<file path="src/rtl/sram_like_arbiter_pkg.sv">
// sram_like_arbiter_pkg: master IDs, request bundle and default depth for the SRAM-like arbiter
package sram_like_arbiter_pkg;
    localparam logic ARB_ID_INST = 1'b0;
    localparam logic ARB_ID_DATA = 1'b1;
    localparam int ARB_OUTSTANDING = 4;
    typedef struct packed {
        logic        wr;
        logic [1:0]  size;
        logic [3:0]  wstrb;
        logic [31:0] addr;
        logic [31:0] wdata;
    } arb_req_t;
endpackage

</file>
<file path="src/rtl/sram_like_arbiter_id_fifo.sv">
// arb_id_fifo: in-order FIFO of master IDs for accepted-but-unreturned transactions
module arb_id_fifo
    import sram_like_arbiter_pkg::*;
#(
    parameter int DEPTH = ARB_OUTSTANDING,
    parameter int WIDTH = 1
) (
    input  logic             clk,
    input  logic             reset,
    input  logic             push,
    input  logic             pop,
    input  logic [WIDTH-1:0] din,
    output logic [WIDTH-1:0] head,
    output logic             full,
    output logic             empty
);
    localparam int AW = $clog2(DEPTH);
    logic [WIDTH-1:0] mem [DEPTH];
    logic [AW-1:0] wr_ptr, rd_ptr;
    logic [AW:0] count;
    logic wr_en, rd_en;
    assign full = count == (AW+1)'(DEPTH);
    assign empty = count == '0;
    assign head = mem[rd_ptr];
    assign rd_en = pop & ~empty;
    // a full FIFO still takes a push when the same cycle frees a slot
    assign wr_en = push & (~full | rd_en);
    always_ff @(posedge clk) begin
        if (reset) begin
            wr_ptr <= '0;
            rd_ptr <= '0;
            count <= '0;
        end else begin
            if (wr_en) wr_ptr <= wr_ptr + AW'(1);
            if (rd_en) rd_ptr <= rd_ptr + AW'(1);
            count <= count + (AW+1)'(wr_en) - (AW+1)'(rd_en);
        end
    end
    always_ff @(posedge clk) begin
        if (wr_en) mem[wr_ptr] <= din;
    end
endmodule

</file>
<file path="src/rtl/sram_like_arbiter.sv">
// sram_like_arbiter: two-master to one-slave SRAM-like bus arbiter with in-order return routing
// Define ARB_ROUND_ROBIN_EN to alternate grants on ties; otherwise the data master wins ties.
module sram_like_arbiter
    import sram_like_arbiter_pkg::*;
#(
    parameter int OUTSTANDING = ARB_OUTSTANDING,
    parameter int ID_W = 1
) (
    input  logic        clk,
    input  logic        reset,
    input  logic        inst_req,
    input  logic        inst_wr,
    input  logic [1:0]  inst_size,
    input  logic [3:0]  inst_wstrb,
    input  logic [31:0] inst_addr,
    input  logic [31:0] inst_wdata,
    output logic        inst_addr_ok,
    output logic [31:0] inst_addr_ok_addr,
    output logic        inst_data_ok,
    output logic [31:0] inst_rdata,
    input  logic        data_req,
    input  logic        data_wr,
    input  logic [1:0]  data_size,
    input  logic [3:0]  data_wstrb,
    input  logic [31:0] data_addr,
    input  logic [31:0] data_wdata,
    output logic        data_addr_ok,
    output logic        data_data_ok,
    output logic [31:0] data_rdata,
    output logic        mem_req,
    output logic        mem_wr,
    output logic [1:0]  mem_size,
    output logic [3:0]  mem_wstrb,
    output logic [31:0] mem_addr,
    output logic [31:0] mem_wdata,
    input  logic        mem_addr_ok,
    input  logic        mem_data_ok,
    input  logic [31:0] mem_rdata
);
    arb_req_t inst_f, data_f, sel_f;
    logic sel, tie_id, sel_req, accept, pop, full, empty, head_data;
    logic lock, lock_d, lock_id, lock_id_d;
    logic [ID_W-1:0] head;
    assign inst_f = {inst_wr, inst_size, inst_wstrb, inst_addr, inst_wdata};
    assign data_f = {data_wr, data_size, data_wstrb, data_addr, data_wdata};
`ifdef ARB_ROUND_ROBIN_EN
    logic rr_last;
    always_ff @(posedge clk) begin
        if (reset) rr_last <= ARB_ID_INST;
        else if (accept) rr_last <= sel;
    end
    assign tie_id = rr_last == ARB_ID_INST ? ARB_ID_DATA : ARB_ID_INST;
`else
    assign tie_id = ARB_ID_DATA;
`endif
    // a stalled address phase stays locked to its master until the slave accepts it
    always_comb begin
        sel = lock ? lock_id : (inst_req & data_req) ? tie_id : data_req ? ARB_ID_DATA : ARB_ID_INST;
        sel_req = sel == ARB_ID_DATA ? data_req : inst_req;
        sel_f = sel == ARB_ID_DATA ? data_f : inst_f;
        mem_req = sel_req & ~full;
        accept = mem_req & mem_addr_ok;
        lock_d = accept ? 1'b0 : mem_req ? 1'b1 : lock;
        lock_id_d = (mem_req & ~mem_addr_ok) ? sel : lock_id;
    end
    always_ff @(posedge clk) begin
        if (reset) begin
            lock <= 1'b0;
            lock_id <= ARB_ID_INST;
        end else begin
            lock <= lock_d;
            lock_id <= lock_id_d;
        end
    end
    assign {mem_wr, mem_size, mem_wstrb, mem_addr, mem_wdata} = sel_f;
    assign inst_addr_ok = accept & (sel == ARB_ID_INST);
    assign data_addr_ok = accept & (sel == ARB_ID_DATA);
    assign inst_addr_ok_addr = mem_addr;
    arb_id_fifo #(.DEPTH(OUTSTANDING), .WIDTH(ID_W)) u_fifo (
        .clk(clk),
        .reset(reset),
        .push(accept),
        .pop(pop),
        .din(ID_W'(sel)),
        .head(head),
        .full(full),
        .empty(empty)
    );
    // returns with nothing outstanding are dropped
    assign pop = mem_data_ok & ~empty;
    assign head_data = head == ID_W'(ARB_ID_DATA);
    assign inst_data_ok = pop & ~head_data;
    assign data_data_ok = pop & head_data;
    assign inst_rdata = inst_data_ok ? mem_rdata : '0;
    assign data_rdata = data_data_ok ? mem_rdata : '0;
endmodule
</file>
<file path="config.mk">
export PLATFORM = sky130hd
export DESIGN_NAME = sram_like_arbiter
export DESIGN_NICKNAME = d
export VERILOG_FILES = /design/src/rtl/sram_like_arbiter_pkg.sv /design/src/rtl/sram_like_arbiter_id_fifo.sv /design/src/rtl/sram_like_arbiter.sv
export SDC_FILE = /design/constraint.sdc
export NUM_CORES = 1
export LEC_CHECK = 0
export CORE_AREA = 2 2 138 140
export DETAILED_ROUTE_END_ITERATION = 10
export DIE_AREA = 0 0 140 142
export DONT_BUFFER_PORTS = 1
export PLACE_DENSITY_LB_ADDON = 0.05
export SYNTH_ARGS = -nofsm -noshare
export SYNTH_HDL_FRONTEND = slang
export SYNTH_SLANG_ARGS = --single-unit
</file>
<file path="constraint.sdc">
create_clock -name clk -period 3.2 [get_ports clk]
set_input_delay 0.64 -clock clk [delete_from_list [all_inputs] [get_ports clk]]
set_output_delay 0.64 -clock clk [all_outputs]
set_load 0.01 [all_outputs]
</file>
==> impl_metrics.tcl, run 1 <==
set metrics [dict create \
    core-area_sq_um 18500 \
    crit_type "reg -> out" \
    grt_util_all_layers_pct 7.35 \
    dr_wl_met3_um 787 \
    violations "DRC" \
    highest_layer "met4" \
    fmaxAchievable_ghz 0.381 \
    period_minus_slack_ns 2.63 \
    finalWirelength_um 8970 \
    period_share_pct 82.1 \
    cts_buffer_depth 2 \
    crit_fanout 46 \
    drv_cap 0 \
    setup_viol 0 \
    cp.required_ns 2.56 \
    fp.dieH_um 142 \
    wirelength_met1_um 3190 \
    rsz0062_at_grt "no" \
    finalHoldViolations 0 \
    final_common_cell "nand2_1" \
    cts_setup_buffers 0 \
    syn_to_final_growth_pct 3.79 \
    vdd_drop_max_mv 0.153 \
    netlist.top_cell.by_area "nand2_1" \
    netlist_instances 442 \
    avgSynthCellArea_sq_um 5.37 \
    dieArea_sq_um 19900 \
    htreeDepth 1 \
    yosys_register_bits 15 \
    hold_start "reset" \
    cts_resized 0 \
    synthDistinctLibCells 30 \
    power_leakage_nw 1.33 \
    viasPerCell 4.07 \
    avgRoutedWirePerCell_um 14.3 \
    start_kind "register" \
    placedCellCount 621 \
    firstDrtPassIters 7 \
    drt_drc_violations_left 25 \
    hp-class "in -> reg" \
    whs_path_depth 1 \
    io_buffers 0 \
    vias 2546 \
    netlist_area_sq_um 2370 \
    instances_no_fill 625 \
    io_pins 352 \
    worst_ep_arrival_time_ns 1.99 \
    gp_congestion 0.634 \
    cts.sinks 15 \
    row_count 50 \
    diodes 0 \
    slew_violations 0 \
    ys_top_cells_by_area "nand2_1 39%, buf_4 10%, dfxtp_1 9.3%" \
    fin_nets 579 \
    place_hpwl_um 7430 \
    hold_end "u_fifo.count[1]$_SDFF_PP0_" \
    drive_above_1_share_pct 4.35 \
    timing.slew.headroom_pct 36.5 \
    crit_path_end_kind "output pin" \
    fin_worst_skew_ns 0.00446 \
    rr_startpoint "u_fifo.count[1]$_SDFF_PP0_" \
    synth.net_count 629 \
    die_x_um 140 \
    cts_tree "yes" \
    status "complete, but fails checks" \
    yosysTopAreaCellShare_pct 38.7 \
    antenna_found_initial 0 \
    met2_length_um 4870 \
    mostFrequentLayoutCells "245 x nand2_1, 41 x nor2_1, 32 x and3_1" \
    ys_warn_count 0 \
    rrSetupSlack_ns 1.01 \
    grt_pass1_vias 2170 \
    grt-ovfl-total 0 \
    clockRootBuffer "clkbuf_16" \
    start_util_pct 12.9 \
    clkTransAtPathRegs_ns 0.05 \
    dr.first_iter.drc_count 139 \
    rr_worst_depth 9 \
    tns_ns 0 \
    antenna_left 0 \
    clk_latency_ns 0.25 \
    yosysSeqAreaShare_pct 14.3 \
    holdBufCountCts 0 \
    grt_pass1_wl_um 11600 \
    r2r-end "u_fifo.count[2]$_SDFF_PP0_" \
    powerDensity_nw_per_um2 639 \
    tightest_slew_ns 0.952 \
    numCtsBuffers 3 \
    grt_max_degree 68 \
]
## cell type report
cell class / count / area, sq um
Timing Repair Buffer: 7 / 65.1
Inverter: 9 / 33.8
Clock inverter: 1 / 5.00
Fill cell: 2137 / 16000
Multi-Input combinational cell: 356 / 1650
Clock buffer: 3 / 75.1
Sequential cell: 15 / 340
Tap cell: 234 / 293
## synthesized netlist by cell type (all sizes together)
library cell and number:
nor2b 2, inv 9, or3 1, buf 39, o311ai 1, nor2 41
edfxtp 4, nor3b 1, a211oi 1, xnor2 1, and3b 1, fa 1
dfxtp 11, nand2b 4, mux4 1, mux2i 3, and3 32, ha 6
xor2 2, o31a 1, nand2 245, a21o 1, and2 6, a2111oi 2
nor3 2, clkbuf 23, mux2 1
## worst max-delay path: stages, from the launching register on
cell and delay (ns):
dfxtp_1 0.42, mux2i_4 0.46, buf_4 0.48, nand2_1 0.12
nand2_1 0.22
## logic make-up after synthesis
group,count (synthesis),synth area share [%]
compound gates,6,2.90
xor+xnor,3,1.11
fa+ha+maj,7,4.00
buf+inv,71,16.6
flops,15,14.3
mux,5,2.84
simple gates,335,58.2
## metrics by stage
| step | worst slack, ns | util (%) | hold WS (ns) | cell area (sq um) | power (mW) |
|---|---|---|---|---|---|
| 6_report | 0.573 | 13.4 | 0.453 | 2460 | 1.58 |
| 2_1_floorplan | 0.771 | - | 0.456 | 2370 | 1.26 |
| 3_5_place_dp | 0.700 | 12.9 | 0.508 | 2380 | 1.35 |
| 5_1_grt | 0.408 | 13.4 | 0.447 | 2460 | 1.72 |
| 4_1_cts | 0.532 | 13.4 | 0.450 | 2460 | 1.60 |
| 3_3_place_gp | 0.738 | 12.9 | 0.519 | 2380 | 1.36 |
## per-layer routing
metal  GRT usage, %  vias up
li1               -     1224
met1           7.64     1107
met2           15.2      203
met3           1.14       12
met4           1.75        0
met5              0        -
## how the worst max path moves through the flow
stage	from	to	slack, ns
after global placement	data_req	mem_addr[16]	0.74
after global routing	lock$_SDFFE_PP0N_	inst_addr_ok_addr[31]	0.41
after detailed placement	data_req	mem_addr[14]	0.70
after CTS	lock$_SDFFE_PP0N_	mem_addr[14]	0.53
final	lock$_SDFFE_PP0N_	mem_addr[14]	0.57
after floorplan	mem_data_ok	u_fifo.count[2]$_SDFF_PP0_	0.77
## power by group
part | internal (mW) | leakage [nW] | switching (mW)
Clock | 0.167 | 0.0409 | 0.0802
Sequential | 0.243 | 0.127 | 0.0396
Combinational | 0.273 | 1.16 | 0.773
Total | 0.684 | 1.33 | 0.892
(Power assumes the default switching activity.)
==> run 2, diff against run 1 <==
--- a/config.mk
+++ b/config.mk
@@ -5,9 +5,9 @@
 export SDC_FILE = /design/constraint.sdc
 export NUM_CORES = 1
 export LEC_CHECK = 0
-export CORE_AREA = 2 2 138 140
+export CORE_AREA = 2 2 136 138
 export DETAILED_ROUTE_END_ITERATION = 10
-export DIE_AREA = 0 0 140 142
+export DIE_AREA = 0 0 138 140
 export DONT_BUFFER_PORTS = 1
 export PLACE_DENSITY_LB_ADDON = 0.05
 export SYNTH_ARGS = -nofsm -noshare
==> constraint.sdc (replaced) <==
create_clock -name clk -period 2.35 [get_ports clk]
set_input_delay 0.47 -clock clk [delete_from_list [all_inputs] [get_ports clk]]
set_output_delay 0.47 -clock clk [all_outputs]
set_load 0.01 [all_outputs]
==> run 2 against run 1 <==
The run now ends clean. Via count grew 1.3%. Sequential power is 34% higher. Hold slack got worse by 0.16 ns. Cell area is 1.4% higher. Global-route usage up 0.84 points. Worst setup slack worse by 0.48 ns. Combinational power rose by 39%. First-iteration DRC count fell by 35%. Clock power rose by 34%. Cell count down 0.32%. Largest power group unchanged. Clock skew decreased by 0.0033 ns. Sequential cell count unchanged.
==> impl_metrics.tcl, run 2 (synthesis results as in run 1) <==
set metrics [dict create \
    whs_path_depth 1 \
    finalWirelength_um 9180 \
    fp.dieH_um 140 \
    avgRoutedWirePerCell_um 14.7 \
    rr_startpoint "lock$_SDFFE_PP0N_" \
    io_pins 352 \
    grt-ovfl-total 0 \
    crit_type "reg -> reg" \
    start_kind "register" \
    tightest_slew_ns 0.581 \
    powerDensity_nw_per_um2 869 \
    drive_above_1_share_pct 5.33 \
    start_util_pct 13.4 \
    io_buffers 0 \
    setup_viol 0 \
    antenna_found_initial 0 \
    cp.required_ns 2.52 \
    mostFrequentLayoutCells "244 x nand2_1, 41 x nor2_1, 32 x and3_1" \
    clockRootBuffer "clkbuf_16" \
    crit_path_end_kind "register" \
    die_x_um 138 \
    antenna_left 0 \
    dieArea_sq_um 19300 \
    firstDrtPassIters 4 \
    grt_max_degree 71 \
    syn_to_final_growth_pct 5.22 \
    period_minus_slack_ns 2.26 \
    fmaxAchievable_ghz 0.443 \
    htreeDepth 1 \
    vdd_drop_max_mv 0.274 \
    grt_pass1_wl_um 12900 \
    clk_latency_ns 0.24 \
    cts.sinks 15 \
    final_common_cell "nand2_1" \
    timing.slew.headroom_pct 60.3 \
    grt_util_all_layers_pct 8.18 \
    place_ws_ns 0.185 \
    fin_worst_skew_ns 0.00120 \
    gp_congestion 0.702 \
    rsz0062_at_grt "yes" \
    hold_end "u_fifo.count[1]$_SDFF_PP0_" \
    place_hpwl_um 7660 \
    layout_setup_ws_ns 0.0904 \
    rr_worst_depth 9 \
    fin_nets 582 \
    viasPerCell 4.14 \
    hold_start "reset" \
    clkTransAtPathRegs_ns 0.05 \
    holdBufCountCts 0 \
    finalHoldViolations 0 \
    status "complete, no violations" \
    crit_fanout 6 \
    core-area_sq_um 17800 \
    period_share_pct 96.2 \
    diodes 0 \
    worst_ep_arrival_time_ns 2.43 \
    slew_violations 0 \
    rrSetupSlack_ns 0.09 \
    grt_pass1_vias 2389 \
    hp-class "in -> reg" \
    cts_tree "yes" \
    drv_cap 0 \
    tns_ns 0 \
    row_count 49 \
    cts_buffer_depth 2 \
    dr.first_iter.drc_count 91 \
    numCtsBuffers 3 \
    power_leakage_nw 1.35 \
    vias 2579 \
    drt_drc_violations_left 0 \
    r2r-end "u_fifo.count[2]$_SDFF_PP0_" \
]
[run 2: cell types whose count changed in the layout (fill, tap and decap cells not counted)]
cell	delta
nand2_1	-1
nand2_2	+1
buf_12	+1
buf_4	+2
inv_4	+1
inv_2	-1
[run 2: layout make-up]
class	count	area, sq um
inverters	9	36.3
clock inverters	1	5.00
well taps	229	287
flip-flops and latches	15	340
multi-input cells	356	1660
fillers	2112	15300
repair buffers	10	100
clock buffers	3	75.1
[run 2: timing repair]
action                                  CTS  global route
resized for setup                         0             2
endpoints found under the setup margin    0            99
hold endpoints to repair                  0             0
setup buffers                             0             2
[run 2: worst max path at each step]
stage | from | end | slack, ns | cells after the start
after floorplan | mem_data_ok | u_fifo.count[2]$_SDFF_PP0_ | 0.09 | 10
after global placement | data_req | u_fifo.count[2]$_SDFF_PP0_ | 0.18 | 8
after detailed placement | data_req | u_fifo.count[2]$_SDFF_PP0_ | 0.19 | 8
after CTS | lock$_SDFFE_PP0N_ | inst_addr_ok_addr[29] | 0.007 | 5
after global routing | lock$_SDFFE_PP0N_ | u_fifo.count[2]$_SDFF_PP0_ | -0.04 | 9
final | lock$_SDFFE_PP0N_ | u_fifo.count[2]$_SDFF_PP0_ | 0.09 | 9
[run 2: critical path, cell delays in order (launching register included)]
cell,delay [ns]
dfxtp_1,0.35
mux2i_4,0.24
buf_4,0.17
a2111oi_4,0.36
ha_1,0.21
inv_1,0.05
fa_1,0.37
xor2_1,0.16
and2_1,0.16
nor3_1,0.11
[run 2: layer usage]
layer	vias up	share of wire, %	GRT usage (%)
li1	1229	-	-
met1	1142	38	9.03
met2	194	52	15.9
met3	14	8.2	1.33
met4	0	2.5	2.69
met5	-	0	0
[run 2: per-stage QoR]
| step | hold slack [ns] | instance area (sq um) | std cells | power (mW) | utilization [%] |
|---|---|---|---|---|---|
| after global placement | 0.523 | 2400 | 617 | 1.89 | 13.5 |
| after detailed placement | 0.516 | 2400 | 617 | 1.86 | 13.5 |
| after global routing | 0.285 | 2500 | 623 | 2.39 | 14.1 |
| after CTS | 0.283 | 2480 | 621 | 2.21 | 13.9 |
| after floorplan | 0.456 | 2370 | 442 | 1.72 | - |
| final | 0.291 | 2500 | 623 | 2.17 | 14.1 |
[run 2: power breakdown]
part           leakage (nW)  total (mW)  switching, mW  internal [mW]
sequential            0.127       0.380         0.0486          0.331
combinational          1.18        1.46           1.06          0.400
clock                0.0409       0.332          0.105          0.227
total                  1.35        2.17           1.21          0.958
